`src/rtl/hilo_muldiv_ctrl.sv`:
```
// HI/LO register pair and multi-cycle MULT/MULTU/DIV/DIVU sequencer with pipeline stall.
// Optional macro MULDIV_FAST_MUL_EN: single-cycle combinational multiply, divide stays iterative.
module hilo_muldiv_ctrl (
  input  logic        clk,
  input  logic        rst,
  input  logic        start_i,
  input  logic        flush_i,
  input  logic [5:0]  alu_control_i,
  input  logic [31:0] a_i,
  input  logic [31:0] b_i,
  output logic        stall_o,
  output logic        done_o,
  output logic [31:0] hi_o,
  output logic [31:0] lo_o
);
  localparam logic [5:0] ALU_MTHI  = 6'h11;
  localparam logic [5:0] ALU_MTLO  = 6'h13;
  localparam logic [5:0] ALU_MULT  = 6'h18;
  localparam logic [5:0] ALU_MULTU = 6'h19;
  localparam logic [5:0] ALU_DIV   = 6'h1A;
  localparam logic [5:0] ALU_DIVU  = 6'h1B;

  typedef enum logic [1:0] {S_IDLE, S_MUL, S_DIV, S_DONE} state_t;
  state_t state, state_nxt;

  logic        is_mul, is_div, is_sgn, accept, fast_mul, a_neg, b_neg;
  logic [31:0] a_mag, b_mag;
  logic [31:0] acc_hi, acc_lo, opd;
  logic [4:0]  cnt;
  logic        neg_res, neg_rem, div_zero;

  assign is_mul = (alu_control_i == ALU_MULT) || (alu_control_i == ALU_MULTU);
  assign is_div = (alu_control_i == ALU_DIV)  || (alu_control_i == ALU_DIVU);
  assign is_sgn = (alu_control_i == ALU_MULT) || (alu_control_i == ALU_DIV);
  assign accept = (state == S_IDLE) && start_i && (is_mul || is_div) && !flush_i;
  assign a_neg  = is_sgn && a_i[31];
  assign b_neg  = is_sgn && b_i[31];
  // 0x80000000 negates to itself, which read unsigned is exactly 2^31
  assign a_mag  = a_neg ? (~a_i + 32'd1) : a_i;
  assign b_mag  = b_neg ? (~b_i + 32'd1) : b_i;

`ifdef MULDIV_FAST_MUL_EN
  logic [63:0] ext_a, ext_b, fast_prod;
  assign fast_mul  = accept && is_mul;
  assign ext_a     = {{32{a_neg}}, a_i};
  assign ext_b     = {{32{b_neg}}, b_i};
  assign fast_prod = ext_a * ext_b;
`else
  assign fast_mul  = 1'b0;
`endif

  always_ff @(posedge clk) begin
    if (rst) state <= S_IDLE;
    else     state <= state_nxt;
  end

  always_comb begin
    state_nxt = state;
    stall_o   = 1'b0;
    done_o    = 1'b0;
    case (state)
      S_IDLE: if (accept) begin
        stall_o   = !fast_mul;
        state_nxt = fast_mul ? S_DONE : (is_mul ? S_MUL : S_DIV);
      end
      S_MUL, S_DIV: begin
        stall_o = 1'b1;
        if (cnt == 5'd31) state_nxt = S_DONE;
      end
      S_DONE: begin
        done_o    = 1'b1;
        state_nxt = S_IDLE;
      end
      default: state_nxt = S_IDLE;
    endcase
    if (flush_i) state_nxt = S_IDLE;
  end

  // One radix-2 step: shift-add multiply or restoring divide on {acc_hi, acc_lo}
  logic [32:0] sum, trial;
  logic        ge;
  logic [31:0] sub, step_hi, step_lo;
  logic [63:0] prod, prod_fix;
  logic [31:0] res_hi, res_lo;

  always_comb begin
    sum   = {1'b0, acc_hi} + (acc_lo[0] ? {1'b0, opd} : 33'd0);
    trial = {acc_hi, acc_lo[31]};
    ge    = trial >= {1'b0, opd};
    sub   = trial[31:0] - opd;
    if (state == S_MUL) begin
      step_hi = sum[32:1];
      step_lo = {sum[0], acc_lo[31:1]};
    end else begin
      step_hi = ge ? sub : trial[31:0];
      step_lo = {acc_lo[30:0], ge};
    end
    prod     = {step_hi, step_lo};
    prod_fix = neg_res ? (~prod + 64'd1) : prod;
    if (state == S_MUL) begin
      res_hi = prod_fix[63:32];
      res_lo = prod_fix[31:0];
    end else begin
      // divide by zero: all-ones quotient, remainder reassembles the dividend
      res_hi = neg_rem ? (~step_hi + 32'd1) : step_hi;
      res_lo = div_zero ? 32'hFFFF_FFFF : (neg_res ? (~step_lo + 32'd1) : step_lo);
    end
  end

  always_ff @(posedge clk) begin
    if (rst) begin
      hi_o     <= '0;
      lo_o     <= '0;
      acc_hi   <= '0;
      acc_lo   <= '0;
      opd      <= '0;
      cnt      <= '0;
      neg_res  <= 1'b0;
      neg_rem  <= 1'b0;
      div_zero <= 1'b0;
    end else if (accept) begin
      acc_hi   <= '0;
      acc_lo   <= is_mul ? b_mag : a_mag;
      opd      <= is_mul ? a_mag : b_mag;
      cnt      <= '0;
      neg_res  <= a_neg ^ b_neg;
      neg_rem  <= a_neg;
      div_zero <= (b_i == 32'd0);
`ifdef MULDIV_FAST_MUL_EN
      if (fast_mul) begin
        hi_o <= fast_prod[63:32];
        lo_o <= fast_prod[31:0];
      end
`endif
    end else if (state == S_IDLE && start_i && !flush_i) begin
      if (alu_control_i == ALU_MTHI) hi_o <= a_i;
      if (alu_control_i == ALU_MTLO) lo_o <= a_i;
    end else if ((state == S_MUL || state == S_DIV) && !flush_i) begin
      acc_hi <= step_hi;
      acc_lo <= step_lo;
      cnt    <= cnt + 5'd1;
      if (cnt == 5'd31) begin
        hi_o <= res_hi;
        lo_o <= res_lo;
      end
    end
  end
endmodule
```
`config.mk`:
```
export PLATFORM = sky130hd
export DESIGN_NAME = hilo_muldiv_ctrl
export DESIGN_NICKNAME = d
export VERILOG_FILES = /design/src/rtl/hilo_muldiv_ctrl.sv
export SDC_FILE = /design/constraint.sdc
export NUM_CORES = 1
export LEC_CHECK = 0
export CAP_MARGIN = 20
export CORE_MARGIN = 2
export CORE_UTILIZATION = 60
export DETAILED_ROUTE_END_ITERATION = 8
export PLACE_DENSITY = 0.83
export SLEW_MARGIN = 0
export SYNTH_ARGS = -nofsm -noshare
export SYNTH_HDL_FRONTEND = slang
export SYNTH_SLANG_ARGS = --single-unit
```
`constraint.sdc`:
```
create_clock -name clk -period 11.6 [get_ports clk]
set_clock_uncertainty 0.1 [all_clocks]
set_input_delay 2.32 -clock clk [delete_from_list [all_inputs] [get_ports clk]]
set_output_delay 2.32 -clock clk [all_outputs]
set_load 0.02 [all_outputs]
```
Yosys cells after proc, flatten, opt, wreduce, memory -nomap -nowiden. Cells that the tools add are included.

$add $sub $neg: 8. Order comparisons: 1. Equal/unequal tests: 15. Multiplexer cells: 32. Bitwise gates (word level): 8. Reductions and logical operators: 26.

Operators by type and width (number): $mux 32 (24); $add 32x1->32 const B (4); $not 32->32 (4); $add 64x1->64 const B (1); $mux 64 (1); $not 64->64 (1); $eq 6x5->1 const B (6); $add 32x32->33 (1); $ge 33x32->1 (1); $logic_not 32->1 (1); $sub 32x32->32 (1); $reduce_and 4->1 (2); $logic_and 1x1->1 (7); $mux 2 (3); $ne 2x2->1 const B (3); $pmux 2 s3 (1); $reduce_and 2->1 (3); $reduce_bool 2->1 (3); $reduce_or 2->1 (3); $add 5x1->5 const B (1); $eq 5x5->1 const B (1); $logic_or 1x1->1 (5); $eq 2x2->1 const B (2); $ne 2x1->1 const B (2); 7 further kinds (9).

Register bits after elaboration: 170. Bits of input ports: 74. Word-level logic and storage cells: 100.

Logic depth before layout (Yosys ltp).
Word-level depth: 11. Mapped depth: 21. Gate-level depth less buffers: 20.

Worst setup path after synthesis. OpenSTA, ideal clock, no wires.

Path kind: input to output. Start point: input port alu_control_i[5]. End point: output port stall_o. Arrival: 3.796 ns. Path slack: 5.384 ns. Cell stages on the path: 7. Buffers on the path: 2. Path through: nor3b_1 -> nand2_1 -> nor2_1 -> clkbuf_1 -> buf_1 -> nor2_1 -> nor2_1.

Longest elaborated chain between the ends: 7. Elaborated cells between the ends (all ways): 11. Classes of those cells: 4 x eq/ne; 2 x mux; 5 x reduce/logical.

RTL lines: start, declared (RTL line 8) `input logic [5:0] alu_control_i,`; $eq 6x5->1, on equally long branches (RTL line 32, 33); $logic_or 1x1->1, on equally long branches (RTL line 32, 33); $logic_or 1x1->1 (*) (RTL line 35) `assign accept = (state == S_IDLE) && start_i && (is_mul || is_div) && !flush_i;`; $logic_and 1x1->1 (*) (2 in series) (RTL line 35); $mux 1 (*) (RTL line 62) `S_IDLE: if (accept) begin`; $pmux 1 s2 (*) (RTL line 61) `case (state)`; end, declared (RTL line 11) `output logic stall_o,`.

Mark *: on every way between the ends. The rest lies on a longest branch, timed or not.

Final worst setup path.
Start point: input port start_i. End point: output port stall_o.

Longest elaborated chain between the ends: 5.

RTL lines: start, declared (RTL line 6) `input logic start_i,`; $logic_and 1x1->1 (3 in series) (RTL line 35); $mux 1 (RTL line 62); $pmux 1 s2 (RTL line 61).

Every way passes these cells.

==> impl.org <==
** Routing
- The routed layout has approximately 17000 vias.
- Dividing the detail-routed wire length by the instance count gives approximately 23 µm.
- Wire length reported by the detailed router :: 59.0 mm
- The first TritonRoute pass finished after 6 iterations.
- In the routed layout, each cell is associated on average with a via count of approximately 6.7.
- Once detail routing completed, the nets flagged for antenna violations numbered 0.
- For this block, the initial DRC count from the detailed router was 1918.
- DRC errors left :: 0

** STA
- Final worst slack :: just over 4000 ps
- Setup violations remaining at the end of the flow were counted as 0.
- Based on the critical path, the design can be clocked at up to 133 MHz.
- Unrepaired setup endpoints after global routing :: false
- Count of pins over their slew limit :: 0
- Setup total negative slack on the finished layout was measured at 0 ps.
- Final Hold Slack :: 355 ps
- Final Critical Period :: approximately 7500 ps
- In the finished design, the share of the clock period the worst path needs comes to 0.648.
- Transition time of the tightest slew-check pin :: about 1100 ps
- Final hold violations :: 0
- Headroom to the max-slew limit came out at 0.256.

** Critical path
- Cell type group with the largest total delay on the critical path :: buffers and inverters
- Element type at the critical path start :: input port
- For this run, the slowest stage of the critical path takes 610 ps.
- Slowest library cell on the worst path :: sky130_fd_sc_hd__clkdlybuf4s50_1
- STA puts the critical path data required time at just over 9000 ps.
- Capture instance of the worst register-to-register path :: hi_o[16]$_SDFFE_PP0P_
- Data on the critical path arrives at its endpoint at 5090 ps.
- Together, buffers and inverters on the worst path number 4.
- The worst setup path is captured at an output port.
- Setup slack of the most critical reg-to-reg path :: around 5200 ps
- Largest fanout on the critical path :: 74
- Counting buffers and inverters, the worst setup path is 9 cells deep.
- Critical Path, Cell by Cell :: clkdlybuf4s50_1 -> nand2_1 -> or2_2 -> buf_4 -> nor2_4 -> buf_4 -> nor2_1 -> nor2_1 -> clkdlybuf4s50_1
- Critical R2R Launch :: opd[25]$_SDFFE_PP0P_
- Type of the setup path with the least slack :: input port to output port
- For the worst flop-to-flop path, the logic depth is 21.

** Die
- The floorplan step defined a die boundary enclosing between 20000 and 30000 µm².
- Chip height :: 164 µm
- During I/O placement, the number of pins put on the boundary was 140.
- In this run the horizontal extent of the chip is about 160 µm.
- The initialized floorplan defines between 50 and 60 standard-cell rows.
- Core ar. :: between 20000 and 30000 µm²
- Initial cell density of the core :: 0.611

** Clocking
- The root buffer cell chosen for the clock tree is sky130_fd_sc_hd__clkbuf_16.
- The H-tree was split into 4 levels.
- Postcts setup bufs :: 0
- The tree built by TritonCTS fans out to 170 sinks.
- Total clock buffers created by CTS :: 17
- TritonCTS built the clock tree.
- Clock-pin slew was measured on the worst setup and hold paths at 80 ps.
- In this run the deepest clock path goes through 2 buffers.
- Hold bufs inserted after CTS :: 0
- The clock reaches the later pin of the worst-skew pair after 440 ps.
- Cts repair resizes :: 0

** Power and ir drop
- Cell area power density :: 92.0 nW/µm²
- Standby leakage power :: 6.30 nW
- VDD sags by at most 0.101 mV.

** GRT
- For met2 alone, demand over resource in global routing was 0.711.
- Met1 Track Usage GR :: 0.518
- The first global-routing pass estimated about 88 mm of wire.
- The total overflow left after global routing is 0.
- Vias in the first global route :: approximately 16000
- Met3 routing resource usage after global routing :: 0.0639
- The global routing stage identified its most utilized layer as met2.
- Entering global routing, the biggest net connects 86 pins.
- The initial antenna violation count was 0.
- Across every metal layer, demand over resource in global routing totals 0.428.

** Synthesis
- Among all cell types in the netlist, the one instantiated most often is sky130_fd_sc_hd__nand2_1.
- The synthesized netlist contains between 80 and 90 unique library cells.
- After technology mapping, the gate count stands at around 2200.
- Post-synth design cell area :: around 15000 µm²
- The most used flip-flop cell after synthesis is sky130_fd_sc_hd__dfxtp_1.
- The share of synthesized area in the top cell type comes to 0.222.
- Of all flip-flops after synthesis, the portion carrying an async set or reset was 0.
- By area the synthesized netlist is led by sky130_fd_sc_hd__dfxtp_1 22%, sky130_fd_sc_hd__a21oi_1 8.8%, sky130_fd_sc_hd__nand2_1 7.5%.
- Leading post-synthesis cells by instance count :: 308 x sky130_fd_sc_hd__nand2_1, 271 x sky130_fd_sc_hd__a21oi_1, 194 x sky130_fd_sc_hd__nor2_1, 170 x sky130_fd_sc_hd__dfxtp_1, 109 x sky130_fd_sc_hd__clkbuf_1
- Total of warnings raised by yosys :: 0
- Flip-flop and latch count after synthesis :: 170
- In this run, synthesis inferred 0 flip-flops with an integrated enable.
- Share of the yosys chip area belonging to registers :: 0.222
- Syn nets :: roughly 2300
- The average instance in the mapped netlist occupies 7.09 µm².
- The largest total area in the synthesized netlist belongs to sky130_fd_sc_hd__dfxtp_1.

** Min path
- The worst hold path terminates at lo_o[23]$_SDFFE_PP0P_.
- The worst hold path begins at lo_o[23]$_SDFFE_PP0P_.
- The worst hold path was traced through 2 stages.
- Class of the most critical hold timing path :: flop to flop

** Placed design
- Routability-driven placement finished with a final weighted congestion of slightly above 1.
- Before CTS, the worst setup slack after placement is roughly 4100 ps.
- Input and output buffers added on the ports amount to 139.
- The wire-length estimate of the detail-placed layout is about 45 mm.
- Number of placed instances, taps included :: around 2500

** Layout
- Area growth from synthesis to layout :: 13.8%
- 0 antenna diodes ended up in the layout.
- In the final layout, flip-flops and latches occupy ~3400 µm².
- Fraction of final layout cells with drive strength greater than 1 :: 0.0508
- Summing all multi-input logic gate instances after layout gives around 11000 µm².
- Post-layout net count :: 2361
- The count of cells in the finished layout, fillers not included, comes to 2555.
- The filler cells instantiated in the layout total roughly 2200.

** Run status
- The run finished with clean final reports.

** Job
- Max-Cap Viols :: 0
## power by group
part	leakage [nW]	switching [W]	internal, W
logic	4.64	0.000273	0.000145
registers	1.37	0.00000517	0.000587
clock network	0.289	0.000301	0.000294
total	6.30	0.000579	0.00103
## through the flow
| stage | util | power (W) | cell area [µm²] |
|---|---|---|---|
| 6_report | 0.695 | 0.00161 | 17500 |
| 5_1_grt | 0.695 | 0.00165 | 17500 |
| 4_1_cts | 0.694 | 0.00159 | 17400 |
| 3_5_place_dp | 0.671 | 0.00101 | 16800 |
| 3_3_place_gp | 0.671 | 0.00101 | 16800 |
| 2_1_floorplan | - | 0.000861 | 15300 |
## worst register-to-register path, stage by stage (launching register included)
cell and delay [ps]:
sky130_fd_sc_hd__dfxtp_1 430, sky130_fd_sc_hd__inv_1 70, sky130_fd_sc_hd__ha_1 380, sky130_fd_sc_hd__and4_1 250, sky130_fd_sc_hd__and3_1 230, sky130_fd_sc_hd__a221oi_1 390
sky130_fd_sc_hd__nand3_2 350, sky130_fd_sc_hd__o31ai_1 340, sky130_fd_sc_hd__buf_4 210, sky130_fd_sc_hd__ha_1 180, sky130_fd_sc_hd__nand2_1 90, sky130_fd_sc_hd__or4_1 550
sky130_fd_sc_hd__nand2b_1 170, sky130_fd_sc_hd__or4_1 520, sky130_fd_sc_hd__nand2b_1 270, sky130_fd_sc_hd__or2_2 390, sky130_fd_sc_hd__nand2_2 160, sky130_fd_sc_hd__nand3b_1 110
sky130_fd_sc_hd__o31ai_1 500, sky130_fd_sc_hd__xor2_1 240, sky130_fd_sc_hd__nand2_1 90, sky130_fd_sc_hd__a311oi_1 270
## layer usage
metal  vias to the layer above  wire [µm]
li1                       7948          -
met1                      8065      22500
met2                       946      27200
met3                       233       4860
met4                         0       4380
met5                         -          0
## how the worst max path moves through the flow
stage / startpoint / end / slack, ps
after global routing: start_i / stall_o / 3950
after floorplan: alu_control_i[5] / stall_o / 5380
after CTS: start_i / stall_o / 4140
final: start_i / stall_o / 4090
after global placement: start_i / stall_o / 4180
after detailed placement: start_i / stall_o / 4140
## flip-flops by register name (all words and copies together) (netlist names)
register / cells
opd: 32
lo_o: 32
acc_hi: 32
cnt: 5
neg_res: 1
acc_lo: 32
state: 2
neg_rem: 1
div_zero: 1
hi_o: 32
## cell type report
cell class,count,area share
clock buffers,18,0.0252
flip-flops and latches,170,0.195
clock inverters,14,0.00824
well taps,330,0.0236
inverters,67,0.0144
repair buffers,166,0.0919
multi-input cells,1790,0.642
## cell families (layout without fill, tap and decap cells)
group,count (synthesis),after routing,synth area share
AND/OR/NAND/NOR,820,820,0.252
buffers and inverters,205,265,0.0511
XOR/XNOR,158,158,0.0902
AO/OA/AOI/OAI,689,689,0.290
multiplexers,48,48,0.0325
adder cells (fa/ha/maj),75,75,0.0621
flip-flops,170,170,0.222
## layout by cell type (no fill, tap or decap), drive strengths merged, types with 24 or more instances in the layout
cell type	instances
nor2	196
dfxtp	170
o221ai	29
mux2i	37
xor2	62
ha	73
o31ai	24
a211oi	29
o211ai	76
nand2	310
buf	27
nor3	67
inv	76
nand3	50
xnor2	96
clkdlybuf4s50	138
and2	44
o21ai	100
a21oi	272
Note: power is estimated with default switching activity, not from simulation.
